### config.mk
export PLATFORM = sky130hd
export DESIGN_NAME = bcd_ssd_driver_flat
export DESIGN_NICKNAME = d
export VERILOG_FILES = /design/src/rtl/ssd_pkg.sv /design/src/rtl/bcd_ssd_driver_if.sv /design/src/rtl/bcd_to_seg.sv /design/src/rtl/bcd_ssd_driver.sv /design/src/flat_wrapper.sv
export SDC_FILE = /design/constraint.sdc
export NUM_CORES = 1
export LEC_CHECK = 0
export BUFFER_PORTS_ARGS = -buffer_cell sky130_fd_sc_hd__buf_4
export CORE_ASPECT_RATIO = 0.75
export CORE_MARGIN = 1
export CORE_UTILIZATION = 57
export CTS_CLUSTER_DIAMETER = 50
export CTS_CLUSTER_SIZE = 30
export DETAILED_ROUTE_END_ITERATION = 8
export PLACE_DENSITY = 0.78
export RECOVER_POWER = 25
export SYNTH_ARGS = -nofsm -noshare
export SYNTH_HDL_FRONTEND = slang
export SYNTH_SLANG_ARGS = --single-unit
export TNS_END_PERCENT = 20
### constraint.sdc
create_clock -name clk -period 3.2 [get_ports clk]
set_input_delay 0.32 -clock clk [delete_from_list [all_inputs] [get_ports clk]]
set_output_delay 0.32 -clock clk [all_outputs]
set_load 0.01 [all_outputs]
### src/rtl/ssd_pkg.sv
// Shared types and seven-segment patterns ({g,f,e,d,c,b,a}, active-high)
// for the two-digit BCD display driver.
package ssd_pkg;

    typedef logic [3:0] bcd_t;
    typedef logic [6:0] seg_t;

    localparam bcd_t BCD_MAX = 4'd9;

    localparam seg_t SEG_0     = 7'h3F;
    localparam seg_t SEG_1     = 7'h06;
    localparam seg_t SEG_2     = 7'h5B;
    localparam seg_t SEG_3     = 7'h4F;
    localparam seg_t SEG_4     = 7'h66;
    localparam seg_t SEG_5     = 7'h6D;
    localparam seg_t SEG_6     = 7'h7D;
    localparam seg_t SEG_7     = 7'h07;
    localparam seg_t SEG_8     = 7'h7F;
    localparam seg_t SEG_9     = 7'h6F;
    localparam seg_t SEG_DASH  = 7'h40;
    localparam seg_t SEG_BLANK = 7'h00;

endpackage

### src/rtl/bcd_ssd_driver_if.sv
// Display-side signal bundle: ones digit in, segment/select/status out.
interface bcd_ssd_driver_if;
    import ssd_pkg::*;

    bcd_t bcd_in;
    seg_t seg;
    logic sel;
    bcd_t tens;
    logic roll;
    logic err;

    modport master (output bcd_in, input seg, input sel, input tens, input roll, input err);
    modport slave  (input bcd_in, output seg, output sel, output tens, output roll, output err);

endinterface

### src/rtl/bcd_to_seg.sv
// Combinational BCD to seven-segment decoder; codes 10-15 show a dash.
module bcd_to_seg
    import ssd_pkg::*;
(
    input  bcd_t bcd,
    output seg_t seg
);

    always_comb begin
        seg = SEG_DASH;
        case (bcd)
            4'd0: seg = SEG_0;
            4'd1: seg = SEG_1;
            4'd2: seg = SEG_2;
            4'd3: seg = SEG_3;
            4'd4: seg = SEG_4;
            4'd5: seg = SEG_5;
            4'd6: seg = SEG_6;
            4'd7: seg = SEG_7;
            4'd8: seg = SEG_8;
            4'd9: seg = SEG_9;
            default: seg = SEG_DASH;
        endcase
    end

endmodule

### src/rtl/bcd_ssd_driver.sv
// Two-digit multiplexed seven-segment driver: follows the ones digit from the
// decade counter, derives a tens digit from 9->0 roll-overs, flags bad codes.
module bcd_ssd_driver
    import ssd_pkg::*;
#(
    parameter int REFRESH_DIV = 100000,
    parameter bit BLANK_LZ    = 1'b1
)
(
    input  logic              clk,
    input  logic              rst_n,
    bcd_ssd_driver_if.slave   bus
);

    localparam int             CNT_W   = $clog2(REFRESH_DIV);
    localparam logic [CNT_W-1:0] CNT_MAX = CNT_W'(REFRESH_DIV - 1);

    bcd_t             ones_p0;
    bcd_t             prev_p1;
    logic [CNT_W-1:0] cnt;
    logic             sel_q;
    bcd_t             tens_q;
    logic             roll_q;
    logic             err_q;
    seg_t             seg_q;

    logic             wrap;
    logic             sel_nxt;
    logic             blank;
    bcd_t             digit;
    seg_t             digit_seg;

    assign wrap    = (prev_p1 == BCD_MAX) && (ones_p0 == 4'd0);

    // Mux on the next select value so seg and sel change on the same edge.
    assign sel_nxt = sel_q ^ (cnt == CNT_MAX);
    assign digit   = sel_nxt ? tens_q : ones_p0;
    assign blank   = sel_nxt && BLANK_LZ && (tens_q == 4'd0);

    bcd_to_seg u_dec (
        .bcd (digit),
        .seg (digit_seg)
    );

    always_ff @(posedge clk or negedge rst_n) begin
        if (!rst_n) begin
            ones_p0 <= 4'd0;
            prev_p1 <= 4'd0;
            cnt     <= '0;
            sel_q   <= 1'b0;
            tens_q  <= 4'd0;
            roll_q  <= 1'b0;
            err_q   <= 1'b0;
            seg_q   <= SEG_BLANK;
        end else begin
            ones_p0 <= bus.bcd_in;
            prev_p1 <= ones_p0;
            cnt     <= (cnt == CNT_MAX) ? '0 : cnt + CNT_W'(1);
            sel_q   <= sel_nxt;
            seg_q   <= blank ? SEG_BLANK : digit_seg;
            roll_q  <= 1'b0;
            if (wrap) begin
                if (tens_q == BCD_MAX) begin
                    tens_q <= 4'd0;
                    roll_q <= 1'b1;
                end else begin
                    tens_q <= tens_q + 4'd1;
                end
            end
            err_q   <= err_q | (ones_p0 > BCD_MAX);
        end
    end

    assign bus.seg  = seg_q;
    assign bus.sel  = sel_q;
    assign bus.tens = tens_q;
    assign bus.roll = roll_q;
    assign bus.err  = err_q;

endmodule

### src/flat_wrapper.sv
// flat-port wrapper written by rule: the top's interface ports become plain ports
module bcd_ssd_driver_flat import ssd_pkg::*;
#(
    parameter int REFRESH_DIV = 100000,
    parameter bit BLANK_LZ    = 1'b1
)
  (clk, rst_n, bus_bcd_in, bus_seg, bus_sel, bus_tens, bus_roll, bus_err);
  bcd_ssd_driver_if bus_i ();
  input  logic clk;
  input  logic rst_n;
  input wire logic [$bits(bus_i.bcd_in)-1:0] bus_bcd_in;
  output wire logic [$bits(bus_i.seg)-1:0] bus_seg;
  output wire logic [$bits(bus_i.sel)-1:0] bus_sel;
  output wire logic [$bits(bus_i.tens)-1:0] bus_tens;
  output wire logic [$bits(bus_i.roll)-1:0] bus_roll;
  output wire logic [$bits(bus_i.err)-1:0] bus_err;
  assign bus_i.bcd_in = bus_bcd_in;
  assign bus_seg = bus_i.seg;
  assign bus_sel = bus_i.sel;
  assign bus_tens = bus_i.tens;
  assign bus_roll = bus_i.roll;
  assign bus_err = bus_i.err;
  bcd_ssd_driver #(.REFRESH_DIV(REFRESH_DIV), .BLANK_LZ(BLANK_LZ)) u_core (.clk(clk), .rst_n(rst_n), .bus(bus_i));
endmodule
Yosys cells after proc, flatten, opt, wreduce, memory -nomap -nowiden
Memories as Yosys holds them, arrays and structs flattened.
Index checks and enable logic that the tools add are counted.
{"block": "word_totals", "ff_bits": 39, "mem_bits_ro": 112, "in_bits": 6, "out_inout_bits": 14, "wordCells": 27, "n_memories": 1}
{"block": "op_classes", "n_addsub": 2, "n_lt_le_gt_ge": 1, "eq_ne": 3, "mux": 6, "n_bitwise": 2, "reduce_logical": 4}
{"memory": "(no name shown)", "words": 16, "word_bits": 7, "rd": 1, "rd_clocked_by_memory_dff": 0, "write_ports": 0, "line_no": "bcd_to_seg.sv:11", "rtl": "case (bcd)"}
{"cell": "17-bit by 1-bit adder with 17-bit output, second input constant", "count": 1}
{"cell": "17-bit == test, second input constant", "count": 1}
{"cell": "17-bit two-way mux", "count": 1}
{"cell": "4-bit == test, second input constant", "count": 2}
{"cell": "4-bit logical NOT", "count": 2}
{"cell": "4-bit two-way mux", "count": 2}
{"cell": "7-bit two-way mux", "count": 1}
{"cell": "4-bit by 1-bit adder with 4-bit output, second input constant", "count": 1}
{"cell": "4-bit greater-than comparator, second input constant", "count": 1}
{"cell": "1-bit logical AND", "count": 2}
{"cell": "1-bit two-way mux", "count": 2}
{"cell": "1-bit OR", "count": 1}
{"cell": "1-bit bitwise XOR", "count": 1}

Logic depth before layout (Yosys ltp)
An unclocked memory read counts as a cell.
{"block": "depth", "word_depth": 5, "depth_mapped": 11, "mapped_depth_nobuf": 10}

Modules after synthesis
From an unflattened synthesis, not the netlist that was laid out.
{"block": "unflattened", "cells_unflattened": 154, "hier_area_um2": 1809.2}
{"mod": "bcd_ssd_driver", "n_inst": 1, "cells_each": 125, "area_per_inst_um2": 1584.0, "seq_area_each_um2": 975.9}
{"mod": "bcd_to_seg", "n_inst": 1, "cells_each": 29, "area_per_inst_um2": 225.2, "seq_area_each_um2": 0.0}

Worst setup path after synthesis
Ideal clock, no wire load.
{"block": "synth_path", "path_type": "reg-to-reg", "from": "register u_core.cnt[12]", "to": "register u_core.seg_q[2] (netlist: u_core.bus.seg[2])", "setup_ns": 0.139, "arrival_time_ns": 2.546, "required_ns": 3.061, "path_slack_ns": 0.515, "path_stages_with_launch": 11, "path_buffers": 1, "period_less_slack_ns": 2.685, "path_cell_list": "dfrtp_1 > or4b_4 > nor4_4 > xnor2_2 > clkbuf_1 > nor2_1 > a21oi_1 > ha_1 > inv_1 > o311ai_0 > o21ai_0"}
{"block": "synth_between", "elab_chain_len": 5, "elab_cells_between_ends": 6, "cone_classes": "eq/ne: 1; mux: 2; bitwise: 1; reduce/logical: 1; memory: 1"}
{"item": "start: declaration", "line_no": "bcd_ssd_driver.sv:20", "rtl": "logic [CNT_W-1:0] cnt;"}
{"item": "start signal: assignment", "line_no": "bcd_ssd_driver.sv:58", "rtl": "cnt <= (cnt == CNT_MAX) ? '0 : cnt + CNT_W'(1);"}
{"item": "17-bit == test (*)", "line_no": "bcd_ssd_driver.sv:36", "rtl": "assign sel_nxt = sel_q ^ (cnt == CNT_MAX);"}
{"item": "1-bit bitwise XOR (*)", "line_no": "bcd_ssd_driver.sv:36"}
{"item": "4-bit two-way mux", "line_no": "bcd_ssd_driver.sv:37", "rtl": "assign digit = sel_nxt ? tens_q : ones_p0;"}
{"item": "memory 16 x 7 bit"}
{"item": "7-bit two-way mux (*)", "line_no": "bcd_ssd_driver.sv:60", "rtl": "seg_q <= blank ? SEG_BLANK : digit_seg;"}
{"item": "end signal: assignment", "line_no": "bcd_ssd_driver.sv:60"}
{"item": "end: declaration", "line_no": "bcd_ssd_driver.sv:25", "rtl": "seg_t seg_q;"}
Every way passes the cells marked *; elsewhere a longest branch is shown, timed or not.
A chain may end at the register's enable or synchronous reset.

Worst setup path after layout
{"block": "layout_path", "from": "register u_core.cnt[12]", "to": "register u_core.seg_q[5] (netlist: u_core.bus.seg[5])"}
The elaborated chain is that of the path after synthesis.

==> impl_metrics.tcl <==
set metrics [dict create \
    fillCellCount 227 \
    worstSetupPathType "reg2reg" \
    rsz0062_at_grt "false" \
    synth.area.mux_share_pct 3.898 \
    failed_checks "capacitance limit, slew limit" \
    clock_path_buffers 2 \
    viasPerCell 5.668 \
    grt_pass1_vias 1251 \
    fin_crit_ns 2.862 \
    critPathMaxFanout 13 \
    hold_path_class "in2reg" \
    netlist_instances 172 \
    clock_latency_ns 0.29 \
    ys.warnings.count 0 \
    power_leakage_nw 0.9734 \
    max_slew_margin_pct -33.24 \
    yosys.area_share.simple_pct 20.23 \
    syn_area_um2 1862 \
    synth_seq_cells 39 \
    synth_cell_types 39 \
    initial_core_util_pct 61.64 \
    tightest_slew_ns 1.999 \
    pin_count 20 \
    drive_gt1_share_pct 17.77 \
    grt-ovfl-total 0 \
    drt-total-wl_um 3520 \
    die_x_um 67.99 \
    power_density_nw_per_um2 462.3 \
    crit_path_end_kind "flip-flop" \
    grt_max_degree 40 \
    synth_flop_cell "dfrtp_1" \
    wl_met3_um 192 \
    vdd_drop_max_mv 0.4427 \
    synth_fa_ha_area_share_pct 3.360 \
    setup_viol 0 \
    cts_sinks 39 \
    antenna_found_initial 0 \
    numCtsBuffers 5 \
    p_total_w 0.001008 \
    avgSynthCellArea_um2 10.82 \
    drt_iter0_drc 75 \
    grt_use_total_pct 23.37 \
    vias 1332 \
    portBuffers 19 \
    wire_per_inst_um 14.98 \
    drt_pass1_iterations 5 \
    core.rowCount 17 \
    setup_slack_ns 0.3377 \
    routed-wl-met2_um 1541 \
    cts_tree "yes" \
    clock-root-buffer "clkbuf_8" \
    crit_family "simple AND/OR/NAND/NOR gates" \
    dp.final_hpwl_um 2551 \
    final_cell_mix "dfrtp_1, nor2_1, buf_4, xnor2_1, nand2_1" \
    status "complete, but fails checks" \
    max_freq_mhz 349.4 \
    setup_tns_ns 0 \
    fin_crit_sh_pct 89.45 \
    design.die.area_um2 3501 \
    cp_slowest_stage_delay_ns 0.57 \
    syn2layout_area_growth_pct 17.07 \
    grt_pass1_wl_um 5871 \
    dp_worst_setup_slack_ns 0.2661 \
    cp.arrival_ns 3.05 \
    postRouteAntennaNets 0 \
    synth-edff-count 0 \
    cap_viol_max_count 1 \
    highest_layer "met4" \
    clk_pin_slew_ns 0.07 \
    fin_nets 207 \
    crit_buf_inv 1 \
    fp.dieH_um 51.50 \
    hold_viol 0 \
    htree_levels 2 \
    drt-met1-wl_um 1756 \
    reg2reg_slack_ns 0.34 \
    path_cells "or4b_4 -> nor4_4 -> xnor2_4 -> mux2_2 -> inv_1 -> ha_1 -> nor3_1 -> o32ai_2" \
    drc 0 \
    gp_congestion 0.8892 \
    synth_top_family_by_area "simple AND/OR/NAND/NOR gates" \
    cp-start-kind "flip-flop" \
    final_common_cell "dfrtp_1" \
    skew_ns 0.009051 \
    synthXorXnorAreaFrac_pct 8.871 \
    synth_compound_area_share_pct 8.535 \
    async_reset_ff_share_pct 100.0 \
    antenna_cells 0 \
    final_max_slew_viol_count 40 \
    coreArea_um2 3020 \
    ys_seq_area_share_pct 52.42 \
    crit_slowest_cell "or4b_4" \
    syn_nets 183 \
    cp.required_ns 3.39 \
]
registers in the layout (all words and copies together) (netlist names):
| register | cells |
|---|---|
| u_core.bus.roll | 1 |
| u_core.bus.seg | 7 |
| u_core.bus.err | 1 |
| u_core.bus.sel | 1 |
| u_core.bus.tens | 4 |
| u_core.cnt | 17 |
| u_core.ones_p0 | 4 |
| u_core.prev_p1 | 4 |
per-layer routing:
metal,global-route usage (%),vias to the layer above
met4,9.375,0
met1,33.82,642
li1,-,642
met5,0,-
met3,5.921,4
met2,33.33,44
metrics by stage:
stage | util [%] | hold WS (ns) | instances | area [um2]
floorplan | - | 0.02441 | 172 | 1862
CTS | 71.67 | 0.1266 | 234 | 2165
detailed placement | 67.44 | 0.3176 | 225 | 2037
finish | 72.16 | 0.1553 | 235 | 2180
global route | 72.16 | 0.1405 | 235 | 2180
global placement | 67.44 | 0.3074 | 225 | 2037
cell usage after synthesis (2+ instances only):
cell type / count / share of area (%)
a21oi_1: 7 / 1.9
nand2b_1: 3 / 1.0
o21ai_0: 6 / 1.6
inv_1: 7 / 1.4
nor2b_1: 4 / 1.3
nand4_1: 6 / 2.0
ha_1: 5 / 3.4
nand3_1: 3 / 0.81
nand2_1: 9 / 1.8
clkbuf_1: 4 / 0.81
xor2_1: 8 / 3.8
o22ai_1: 2 / 0.67
nor4_1: 2 / 0.67
mux2_2: 2 / 1.2
mux2i_1: 5 / 2.7
a21o_1: 2 / 0.81
nand4bb_1: 2 / 1.2
nor3_1: 6 / 1.6
and2_1: 2 / 0.67
xnor2_1: 9 / 4.2
nor2_1: 21 / 4.2
dfrtp_1: 39 / 52
and3_1: 2 / 0.67
cell families (layout without fill, tap and decap cells):
logic type,after synthesis,in the layout
multiplexers,7,7
adder cells (fa/ha/maj),5,5
buffers and inverters,12,37
XOR/XNOR,18,18
flip-flops,39,39
AND/OR/NAND/NOR,67,67
AO/OA/AOI/OAI,24,24
repair_timing:
item / 4_1_cts / 5_1_grt
buffers inserted: 0 / 1
hold endpoints to repair: 5 / 0
resized for setup: 0 / 1
setup endpoints to repair: 0 / 1
hold buffers: 1 / 0
power breakdown:
part	switching (W)	internal (W)
Clock	0.000164	0.000252
Sequential	0.0000121	0.000508
Combinational	0.0000389	0.0000331
worst paths after layout:
path                                     start                 to  depth (start not counted)
worst max-delay path            u_core.cnt[12]  u_core.bus.seg[5]                          8
worst min register to register  u_core.bus.err     u_core.bus.err                          1
worst min-delay path             bus_bcd_in[2]  u_core.ones_p0[2]                          1
min in group asynchronous                rst_n      u_core.cnt[4]                          2
max in group asynchronous                rst_n  u_core.ones_p0[3]                          2
worst max register to register  u_core.cnt[12]  u_core.bus.seg[5]                          8
final cells by class:
class,instances,area [um2],share of cell area [%]
Clock inverter,2,35.03,1.607
Sequential cell,39,975.9,44.78
Clock buffer,6,82.58,3.789
Inverter,8,35.03,1.607
Tap cell,38,47.55,2.181
Multi-Input combinational cell,121,847.1,38.86
Timing Repair Buffer,21,156.4,7.176
worst reg2reg max path, cell delays in order (launching register included):
cell     delay (ns)
dfrtp_1        0.43
or4b_4         0.57
nor4_4         0.36
xnor2_4        0.25
mux2_2         0.42
inv_1          0.09
ha_1           0.26
nor3_1         0.10
o32ai_2        0.28
Note: power is estimated with default switching activity, not from simulation.
